==> src/rtl/uart_pkg.sv <==
// Shared types and helpers for the UART transceiver: FSM state encoding and
// the bit-period divider calculation.
package uart_pkg;

    typedef enum logic [1:0] {
        IDLE,
        START,
        DATA,
        STOP
    } uart_state_e;

    // Clock cycles per bit, rounded to the nearest integer.
    function automatic int calc_div(input int clk_hz, input int baud);
        return (clk_hz + baud / 2) / baud;
    endfunction

endpackage

==> src/rtl/uart_fifo.sv <==
// Synchronous FIFO with first-word fall-through read port. A push into a full
// FIFO succeeds only when a pop happens in the same cycle.
module uart_fifo #(
    parameter int WIDTH = 8,
    parameter int DEPTH = 4
) (
    input  logic                       sys_clk,
    input  logic                       rst_n,
    input  logic                       push,
    input  logic [WIDTH-1:0]           push_data,
    output logic                       full,
    input  logic                       pop,
    output logic [WIDTH-1:0]           pop_data,
    output logic                       empty,
    output logic [$clog2(DEPTH):0]     count
);

    localparam int AW   = $clog2(DEPTH);
    localparam int CNTW = AW + 1;

    logic [WIDTH-1:0] mem [DEPTH];
    logic [AW-1:0]    wr_ptr;
    logic [AW-1:0]    rd_ptr;
    logic             do_push;
    logic             do_pop;

    assign full     = (count == CNTW'(DEPTH));
    assign empty    = (count == '0);
    assign do_pop   = pop && !empty;
    assign do_push  = push && (!full || pop);
    assign pop_data = mem[rd_ptr];

    // Pointers wrap naturally because DEPTH is a power of two; count tells full from empty.
    always_ff @(posedge sys_clk or negedge rst_n) begin
        if (!rst_n) begin
            wr_ptr <= '0;
            rd_ptr <= '0;
            count  <= '0;
            for (int i = 0; i < DEPTH; i++) begin
                mem[i] <= '0;
            end
        end else begin
            if (do_push) begin
                mem[wr_ptr] <= push_data;
                wr_ptr      <= wr_ptr + AW'(1);
            end
            if (do_pop) begin
                rd_ptr <= rd_ptr + AW'(1);
            end
            if (do_push && !do_pop) begin
                count <= count + CNTW'(1);
            end else if (do_pop && !do_push) begin
                count <= count - CNTW'(1);
            end
        end
    end

endmodule

==> src/rtl/uart_core.sv <==
// Full-duplex UART: mid-bit sampling receiver feeding a FWFT FIFO, and a
// valid/ready transmitter, with sticky overflow and framing error flags.
module uart_core
    import uart_pkg::*;
#(
    parameter int CLK_HZ    = 27_000_000,
    parameter int BAUD      = 115_200,
    parameter int DATA_BITS = 8,
    parameter int STOP_BITS = 1,
    parameter int RX_DEPTH  = 4
) (
    input  logic                        sys_clk,
    input  logic                        rst_n,
    input  logic                        uart_rx,
    output logic                        uart_tx,
    input  logic [DATA_BITS-1:0]        tx_data,
    input  logic                        tx_valid,
    output logic                        tx_ready,
    output logic [DATA_BITS-1:0]        rx_data,
    output logic                        rx_valid,
    input  logic                        rx_ready,
    output logic [$clog2(RX_DEPTH):0]   rx_count,
    output logic                        rx_overflow,
    output logic                        rx_frame_err,
    input  logic                        err_clr
);

    localparam int DIV = calc_div(CLK_HZ, BAUD);
    localparam int RCW = $clog2(DIV);
    localparam int TCW = $clog2(STOP_BITS * DIV);

    logic                 rx_meta;
    logic                 rxs;
    logic                 rxs_d;
    uart_state_e          rx_state;
    logic [RCW-1:0]       rx_cnt;
    logic [2:0]           rx_bit;
    logic [DATA_BITS-1:0] rx_shift;
    logic                 stop_sample;
    logic                 rx_push;
    logic                 frame_bad;
    logic                 fifo_full;
    logic                 fifo_empty;

    uart_state_e          tx_state;
    logic [TCW-1:0]       tx_cnt;
    logic [2:0]           tx_bit;
    logic [DATA_BITS-1:0] tx_shift;

    always_ff @(posedge sys_clk or negedge rst_n) begin
        if (!rst_n) begin
            rx_meta <= 1'b1;
            rxs     <= 1'b1;
            rxs_d   <= 1'b1;
        end else begin
            rx_meta <= uart_rx;
            rxs     <= rx_meta;
            rxs_d   <= rxs;
        end
    end

    assign stop_sample = (rx_state == STOP) && (rx_cnt == '0);
    assign rx_push     = stop_sample && rxs;
    assign frame_bad   = stop_sample && !rxs;

    // Receiver: a half-period delay after the falling edge puts every later sample mid-bit.
    always_ff @(posedge sys_clk or negedge rst_n) begin
        if (!rst_n) begin
            rx_state <= IDLE;
            rx_cnt   <= '0;
            rx_bit   <= '0;
            rx_shift <= '0;
        end else begin
            case (rx_state)
                IDLE: begin
                    if (rxs_d && !rxs) begin
                        rx_cnt   <= RCW'(DIV / 2 - 1);
                        rx_state <= START;
                    end
                end
                START: begin
                    if (rx_cnt == '0) begin
                        if (!rxs) begin
                            rx_cnt   <= RCW'(DIV - 1);
                            rx_bit   <= '0;
                            rx_state <= DATA;
                        end else begin
                            rx_state <= IDLE;
                        end
                    end else begin
                        rx_cnt <= rx_cnt - RCW'(1);
                    end
                end
                DATA: begin
                    if (rx_cnt == '0) begin
                        rx_shift <= {rxs, rx_shift[DATA_BITS-1:1]};
                        rx_cnt   <= RCW'(DIV - 1);
                        if (rx_bit == 3'(DATA_BITS - 1)) begin
                            rx_state <= STOP;
                        end else begin
                            rx_bit <= rx_bit + 3'd1;
                        end
                    end else begin
                        rx_cnt <= rx_cnt - RCW'(1);
                    end
                end
                STOP: begin
                    if (rx_cnt == '0) begin
                        rx_state <= IDLE;
                    end else begin
                        rx_cnt <= rx_cnt - RCW'(1);
                    end
                end
                default: rx_state <= IDLE;
            endcase
        end
    end

    uart_fifo #(
        .WIDTH (DATA_BITS),
        .DEPTH (RX_DEPTH)
    ) u_rx_fifo (
        .sys_clk   (sys_clk),
        .rst_n     (rst_n),
        .push      (rx_push),
        .push_data (rx_shift),
        .full      (fifo_full),
        .pop       (rx_ready),
        .pop_data  (rx_data),
        .empty     (fifo_empty),
        .count     (rx_count)
    );

    assign rx_valid = !fifo_empty;

    // Sticky error flags: a new error in the same cycle as err_clr keeps the flag set.
    always_ff @(posedge sys_clk or negedge rst_n) begin
        if (!rst_n) begin
            rx_overflow  <= 1'b0;
            rx_frame_err <= 1'b0;
        end else begin
            if (rx_push && fifo_full && !rx_ready) begin
                rx_overflow <= 1'b1;
            end else if (err_clr) begin
                rx_overflow <= 1'b0;
            end
            if (frame_bad) begin
                rx_frame_err <= 1'b1;
            end else if (err_clr) begin
                rx_frame_err <= 1'b0;
            end
        end
    end

    always_ff @(posedge sys_clk or negedge rst_n) begin
        if (!rst_n) begin
            tx_state <= IDLE;
            tx_cnt   <= '0;
            tx_bit   <= '0;
            tx_shift <= '0;
            uart_tx  <= 1'b1;
            tx_ready <= 1'b1;
        end else begin
            case (tx_state)
                IDLE: begin
                    if (tx_valid) begin
                        tx_shift <= tx_data;
                        uart_tx  <= 1'b0;
                        tx_cnt   <= TCW'(DIV - 1);
                        tx_ready <= 1'b0;
                        tx_state <= START;
                    end
                end
                START: begin
                    if (tx_cnt == '0) begin
                        uart_tx  <= tx_shift[0];
                        tx_shift <= {1'b0, tx_shift[DATA_BITS-1:1]};
                        tx_bit   <= '0;
                        tx_cnt   <= TCW'(DIV - 1);
                        tx_state <= DATA;
                    end else begin
                        tx_cnt <= tx_cnt - TCW'(1);
                    end
                end
                DATA: begin
                    if (tx_cnt == '0) begin
                        if (tx_bit == 3'(DATA_BITS - 1)) begin
                            uart_tx  <= 1'b1;
                            tx_cnt   <= TCW'(STOP_BITS * DIV - 1);
                            tx_state <= STOP;
                        end else begin
                            uart_tx  <= tx_shift[0];
                            tx_shift <= {1'b0, tx_shift[DATA_BITS-1:1]};
                            tx_bit   <= tx_bit + 3'd1;
                            tx_cnt   <= TCW'(DIV - 1);
                        end
                    end else begin
                        tx_cnt <= tx_cnt - TCW'(1);
                    end
                end
                STOP: begin
                    if (tx_cnt == '0) begin
                        tx_ready <= 1'b1;
                        tx_state <= IDLE;
                    end else begin
                        tx_cnt <= tx_cnt - TCW'(1);
                    end
                end
                default: tx_state <= IDLE;
            endcase
        end
    end

endmodule

==> config.mk <==
export PLATFORM = sky130hd
export DESIGN_NAME = uart_core
export DESIGN_NICKNAME = d
export VERILOG_FILES = /design/src/rtl/uart_pkg.sv /design/src/rtl/uart_fifo.sv /design/src/rtl/uart_core.sv
export SDC_FILE = /design/constraint.sdc
export NUM_CORES = 1
export LEC_CHECK = 0
export CORE_MARGIN = 3
export CORE_UTILIZATION = 59
export CTS_CLUSTER_SIZE = 20
export DETAILED_ROUTE_END_ITERATION = 16
export PLACE_DENSITY_LB_ADDON = 0.12
export RECOVER_POWER = 100
export SLEW_MARGIN = 20
export SYNTH_ARGS = -nofsm -noshare
export SYNTH_HDL_FRONTEND = slang
export SYNTH_HIERARCHICAL = 1
export SYNTH_SLANG_ARGS = --single-unit
==> constraint.sdc <==
create_clock -name sys_clk -period 4 [get_ports sys_clk]
set_input_delay 0.8 -clock sys_clk [delete_from_list [all_inputs] [get_ports sys_clk]]
set_output_delay 0.8 -clock sys_clk [all_outputs]
set_load 0.01 [all_outputs]
; ---- After elaboration in Yosys (flattened, before gate mapping)
; Cells that the tools add are included.
[op_classes]
addsub = 8
n_lt_le_gt_ge = 3
n_eq_ne = 25
n_mux = 55
bitwise_logic = 2
reduce_logical = 41
[op_table]
columns = op, count
row1 = 2-to-1 mux 8 bit, 15
row2 = one-hot mux 8 bit (3 select lines), 2
row3 = bitwise mux 32 bit, 1
row4 = one-hot mux 8 bit (4 select lines), 1
row5 = != test 2 bit (second input constant), 14
row6 = 2-to-1 mux 3 bit, 9
row7 = 2-to-1 mux 2 bit, 11
row8 = AND reduction 5 bit, 4
row9 = binary-select mux 8 bit (select 2 bit), 1
row10 = demux 8 bit (select 2 bit), 1
row11 = zero test 8 bit, 2
row12 = one-hot mux 2 bit (4 select lines), 2
row13 = subtractor 8 x 1 -> 8 bit (second input constant), 2
row14 = one-hot mux 3 bit (2 select lines), 2
row15 = nonzero test 2 bit, 6
row16 = logical AND 1 bit, 11
row17 = adder 3 x 1 -> 3 bit (second input constant), 3
row18 = equality test 3 bit (second input constant), 3
row19 = equality test 2 bit (second input constant), 4
row20 = 2-to-1 mux 1 bit, 8
row21 = AND reduction 4 bit, 2
row22 = >= comparator 3 bit (second input constant), 2
row23 = zero test 1 bit, 6
row24 = inverter 2 -> 3 bit, 2
row25 = 15 further kinds, 20
[word_totals]
ff_bits = 88
inputBits = 14
output_inout_bits = 16
word_cells = 156

; ---- Logic depth before layout (Yosys ltp)
[depth]
depth_word = 8
ltp_mapped = 12

; ---- Modules after synthesis
; Netlist, hierarchy kept.
[by_module_without_submodules]
columns = mod, n_inst, cells_per_inst, area_each_um2
row1 = uart_core, 1, 273, 2842.7
row2 = uart_fifo, 1, 113, 1794.2

; ---- Least setup slack after synthesis
; Ideal clock, no wire load.
[synth_timing]
path_type = register to register
start = reg rx_cnt[0]
end = reg u_rx_fifo.count[2]
arrival_time_ns = 2.850
required_ns = 3.921
setup_slack_ns = 1.071
stages_incl_launch_ff = 13
period_less_slack_ns = 2.929
cell_sequence = dfrtp_1 -> inv_1 -> ha_1 -> nor4b_2 -> and2_0 -> and3_1 -> nor2b_1 -> ha_1 -> inv_1 -> fa_1 -> xor2_1 -> nor2_1 -> xor2_1
[synth_between]
elab_chain_len = 7
[synth_lines]
columns = element, line
row1 = "start, declared", uart_core.sv:36  ; logic [RCW-1:0] rx_cnt;
row2 = "start signal, assigned", uart_core.sv:77  ; rx_cnt <= RCW'(DIV / 2 - 1);
row3 = "start signal, assigned", uart_core.sv:84  ; rx_cnt <= RCW'(DIV - 1);
row4 = "start signal, assigned", uart_core.sv:91  ; rx_cnt <= rx_cnt - RCW'(1);
row5 = zero test 8 bit *, uart_core.sv:62  ; assign stop_sample = (rx_state == STOP) && (rx_cnt == '0);
row6 = logical AND 1 bit *, uart_core.sv:62
row7 = logical AND 1 bit *, uart_core.sv:63  ; assign rx_push = stop_sample && rxs;
row8 = via rx_push, uart_core.sv:40  ; logic rx_push;
row9 = logical AND 1 bit *, uart_fifo.sv:30  ; assign do_push = push && (!full || pop);
row10 = via u_rx_fifo.do_push, uart_fifo.sv:24  ; logic do_push;
row11 = zero test 1 bit, uart_fifo.sv:52  ; end else if (do_pop && !do_push) begin
row12 = logical AND 1 bit, uart_fifo.sv:52
row13 = nonzero test 2 bit (no source line), n/a
row14 = "end signal, assigned", uart_fifo.sv:51  ; count <= count + CNTW'(1);
row15 = "end signal, assigned", uart_fifo.sv:53  ; count <= count - CNTW'(1);
row16 = "end, declared", uart_fifo.sv:15  ; output logic [$clog2(DEPTH):0] count
; The timed path passes the listed nets; every way through them passes the cells marked *.
; A chain may end at the register's enable or synchronous reset.

; ---- Worst setup path after layout
[layout_timing]
start = reg tx_cnt[3]
end = reg tx_shift[2]
[layout_between]
elab_chain_len = 3
[layout_lines]
columns = element, line
row1 = "start, declared", uart_core.sv:46  ; logic [TCW-1:0] tx_cnt;
row2 = "start signal, assigned", uart_core.sv:169  ; tx_cnt <= TCW'(DIV - 1);
row3 = "start signal, assigned", uart_core.sv:179  ; tx_cnt <= TCW'(DIV - 1);
row4 = "start signal, assigned", uart_core.sv:182  ; tx_cnt <= tx_cnt - TCW'(1);
row5 = zero test 8 bit *, "uart_core.sv:175, uart_core.sv:186"
row6 = != test 2 bit (no source line), n/a
row7 = AND reduction 5 bit (no source line) *, n/a
row8 = "end signal, assigned", uart_core.sv:167  ; tx_shift <= tx_data;
row9 = "end signal, assigned", uart_core.sv:177  ; tx_shift <= {1'b0, tx_shift[DATA_BITS-1:1]};
row10 = "end signal, assigned", uart_core.sv:193  ; tx_shift <= {1'b0, tx_shift[DATA_BITS-1:1]};
row11 = "end, declared", uart_core.sv:48  ; logic [DATA_BITS-1:0] tx_shift;
; Every way passes the cells marked *; elsewhere a longest branch is shown, timed or not.

==> flow_summary.yaml <==
critical_path:
  endpoint: "tx_shift[2]"
  startpoint_type: "flip-flop"
  crit_path_max_fanout: 10
  cpMaxStageDelayCell: "a211oi_1"
  reg2reg_to: "tx_shift[2]"
  r2r-start: "tx_cnt[3]"
  path_class: "reg2reg"
  worst_setup_path_end_kind: "flip-flop"
  startpoint: "tx_cnt[3]"
  crit_arrival_ps: 3550
  crit_chain: "nor4_1 -> nand2_1 -> a211oi_1 -> mux2_2"
  r2r_setup_slack_ps: 690
  required_ps: 4240
  rr_worst_depth: 4
  cpPeakStageDelay_ps: 1210
detailed_routing:
  dr.pass1.iters: 4
  routed_via_density: 6.00
  via_count: 3134
  ant_nets: 0
  routed_wl_um: 8830
  drc: 0
  post_drt_wl_per_cell_um: 16.9
  drtIter0Drc: 162
min_path:
  min_path_type: "reg2reg"
power:
  pwr-share-clk: 0.265
  leakage_uw: 0.00241
  intPower_uw: 1720
  p_switching_uw: 907
  seqPwrFrac: 0.437
  powerDensity_nw_per_um2: 503
  switching_share: 0.346
  vdd_drop_max_uv: 410
  combPwrFrac: 0.297
clock_tree:
  clk_pin_slew_ps: 90
  h-tree-depth: 3
  cts_setup_buffers: 0
  numCtsBuffers: 9
  clock_sinks: 88
  cts.repair.resized: 0
  clockBufferDepth: 2
  root_buffer: "clkbuf_8"
  hold_buffers: 0
  cts_tree: "done"
  worstSkewPairLatency_ps: 350
logic_synthesis:
  synthCells: 386
  synth_simple_gate_area_frac: 0.105
  yosys.area.top_type: "dfrtp_1"
  avgSynthCellArea_um2: 12.0
  yosysSeqAreaShare: 0.476
  ys.warnings.count: 6
  synth_area_leaders: "dfrtp_1 (45%), mux2_2 (14%), ha_1 (6.2%), mux4_2 (3.9%), dfstp_2 (2.8%)"
  synthMuxAreaShare: 0.189
  synth_top_family_by_area: "multiplexers"
  synthAdderAreaFrac: 0.0664
  synth_nets: 424
  yosysUniqueCellTypes: 61
  yosysMostFrequentCell: "dfrtp_1"
  async_flop_share: 1.00
  synth.top_cell.area_share: 0.448
  ys_top_cells_by_count: "dfrtp_1 (83), mux2_2 (56), ha_1 (23)"
  synth_xor_area_frac: 0.0113
  yosys_register_bits: 88
  synth_flop_cell: "dfrtp_1"
  synth_edf_count: 0
  synth_compound_area_frac: 0.126
  netlist_area_um2: 4640
sta:
  relSlewSlack: -0.287
  hold_viol: 0
  rsz0062_at_grt: "no"
  finalCritPeriodShare: 0.827
  fmax_mhz: 302
  tightest_slew_ps: 1930
  tns_ps: 0
  drv_slew: 80
  skew_ps: 11.1
  fin_crit_ps: 3310
  setup_viol_count_final: 0
cells_and_area:
  areaGrowthSynthToFinish_pct: 12.5
  drive_above_1_share: 0.220
  antennaDiodeCount: 0
  fin_nets: 456
  final_core_util: 0.700
floorplan:
  pin_count: 30
  fp.dieH_um: 94.7
  initial_core_util: 0.623
  floorplan.rows: 31
  die_area_um2: 8960
  core_um2: 7450
  die_x_um: 94.7
grt:
  grt_pass1_wl_um: 15500
  grt_max_degree: 80
  grt_pass1_vias: 3198
  grt_usage: 0.221
  grt-ovfl-total: 0
  antenna_found_initial: 0
run_status:
  violations: "capacitance limit, slew limit"
  outcome: "finished, violations left"
place:
  io_buffer_count: 29
  gp_congestion: 0.863
  dp_hpwl_um: 6050
run:
  drv_cap: 1
layer usage:
layer,GRT usage,wire length (µm)
met4,0.0745,127
met2,0.372,4400
met1,0.298,4100
met5,0,0
met3,0.0287,211
critical path: cells and delay by family (launching register included):
family,cells,cell delay (ps)
DFF,1,470
and+or+nand+nor,2,1090
AOI/OAI and AO/OA,1,1210
muxes,1,440
layout by cell type (no fill, tap or decap), types with 2 or more instances in the layout:
| cell | instances |
|---|---|
| a211oi_1 | 2 |
| xor2_1 | 2 |
| dlygate4sd3_1 | 18 |
| mux2_2 | 55 |
| mux2i_1 | 3 |
| nor2b_1 | 4 |
| nor3_1 | 7 |
| a221o_1 | 2 |
| clkbuf_8 | 10 |
| dfrtp_1 | 83 |
| a32o_1 | 3 |
| nand2b_1 | 7 |
| xnor2_1 | 4 |
| o22a_1 | 6 |
| or2_2 | 2 |
| o211ai_1 | 3 |
| a221oi_1 | 2 |
| mux4_2 | 8 |
| clkdlybuf4s50_1 | 10 |
| ha_1 | 23 |
| nor4_1 | 4 |
| a2111oi_0 | 2 |
| nand2_1 | 21 |
| o31ai_1 | 4 |
| inv_1 | 22 |
| bufinv_16 | 2 |
| nor2_1 | 18 |
| a22o_1 | 5 |
| dfstp_2 | 4 |
| a21oi_1 | 12 |
| or3b_2 | 2 |
| or3_1 | 3 |
| o21ai_0 | 12 |
| a31oi_1 | 12 |
| mux2_1 | 4 |
| nand3_1 | 5 |
| a2bb2oi_1 | 2 |
| a21o_1 | 3 |
| nor3b_1 | 4 |
layout make-up:
| cell class | count | area (µm²) |
|---|---|---|
| clock inverter | 6 | 90.1 |
| fill | 586 | 2230 |
| timing repair buffer | 31 | 297 |
| inverter | 22 | 82.6 |
| tap | 99 | 124 |
| clock buffer | 10 | 138 |
| multi-input combinational | 266 | 2280 |
| sequential | 88 | 2210 |
worst min-delay path by stage:
stage | startpoint | to | slack [ps] | depth (start not counted)
floorplan | rx_meta | rxs | 350 | 0
global placement | rx_meta | rxs | 350 | 0
detailed placement | rx_meta | rxs | 350 | 0
CTS | rx_meta | rxs | 360 | 0
global route | rx_meta | rxs | 370 | 0
finish | rx_meta | rxs | 360 | 0
registers in the layout, indices dropped and copies added (netlist names), named ones only:
signal,flops
tx_bit,3
rx_state,1
rx_overflow,1
rx_bit,3
u_rx_fifo/count,3
rxs_d,1
tx_shift,8
tx_cnt,8
tx_state,2
tx_ready,1
rx_cnt,8
u_rx_fifo/wr_ptr,2
u_rx_fifo/rd_ptr,2
uart_tx,1
rxs,1
u_rx_fifo/mem,32
rx_meta,1
rx_frame_err,1
rx_shift,8
per-stage QoR:
step / cell area, µm² / cells / total power (µW) / worst slack [ps] / hold slack, ps
after global routing: 5220 / 522 / 2790 / 292 / 372
final: 5220 / 522 / 2620 / 693 / 363
after floorplan: 4640 / 386 / 1720 / 1070 / 345
after CTS: 5250 / 522 / 2650 / 832 / 358
after global placement: 5020 / 506 / 1920 / 957 / 347
after detailed placement: 5020 / 506 / 1950 / 838 / 347
logic make-up after synthesis:
group | Yosys count
and+or+nand+nor | 86
DFF | 88
muxes | 70
buffers and inverters | 32
xor gates and xnor gates | 6
adders and majority gates | 24
AOI/OAI and AO/OA | 80
power groups by stage:
stage | combinational, µW | sequential (µW) | clock [µW]
finish | 780 | 1150 | 696
global route | 873 | 1170 | 749
CTS | 792 | 1150 | 708
detailed placement | 783 | 1170 | 0
global placement | 763 | 1160 | 0
floorplan | 637 | 1080 | 0
No activity file was read; power rests on OpenSTA's default activity.
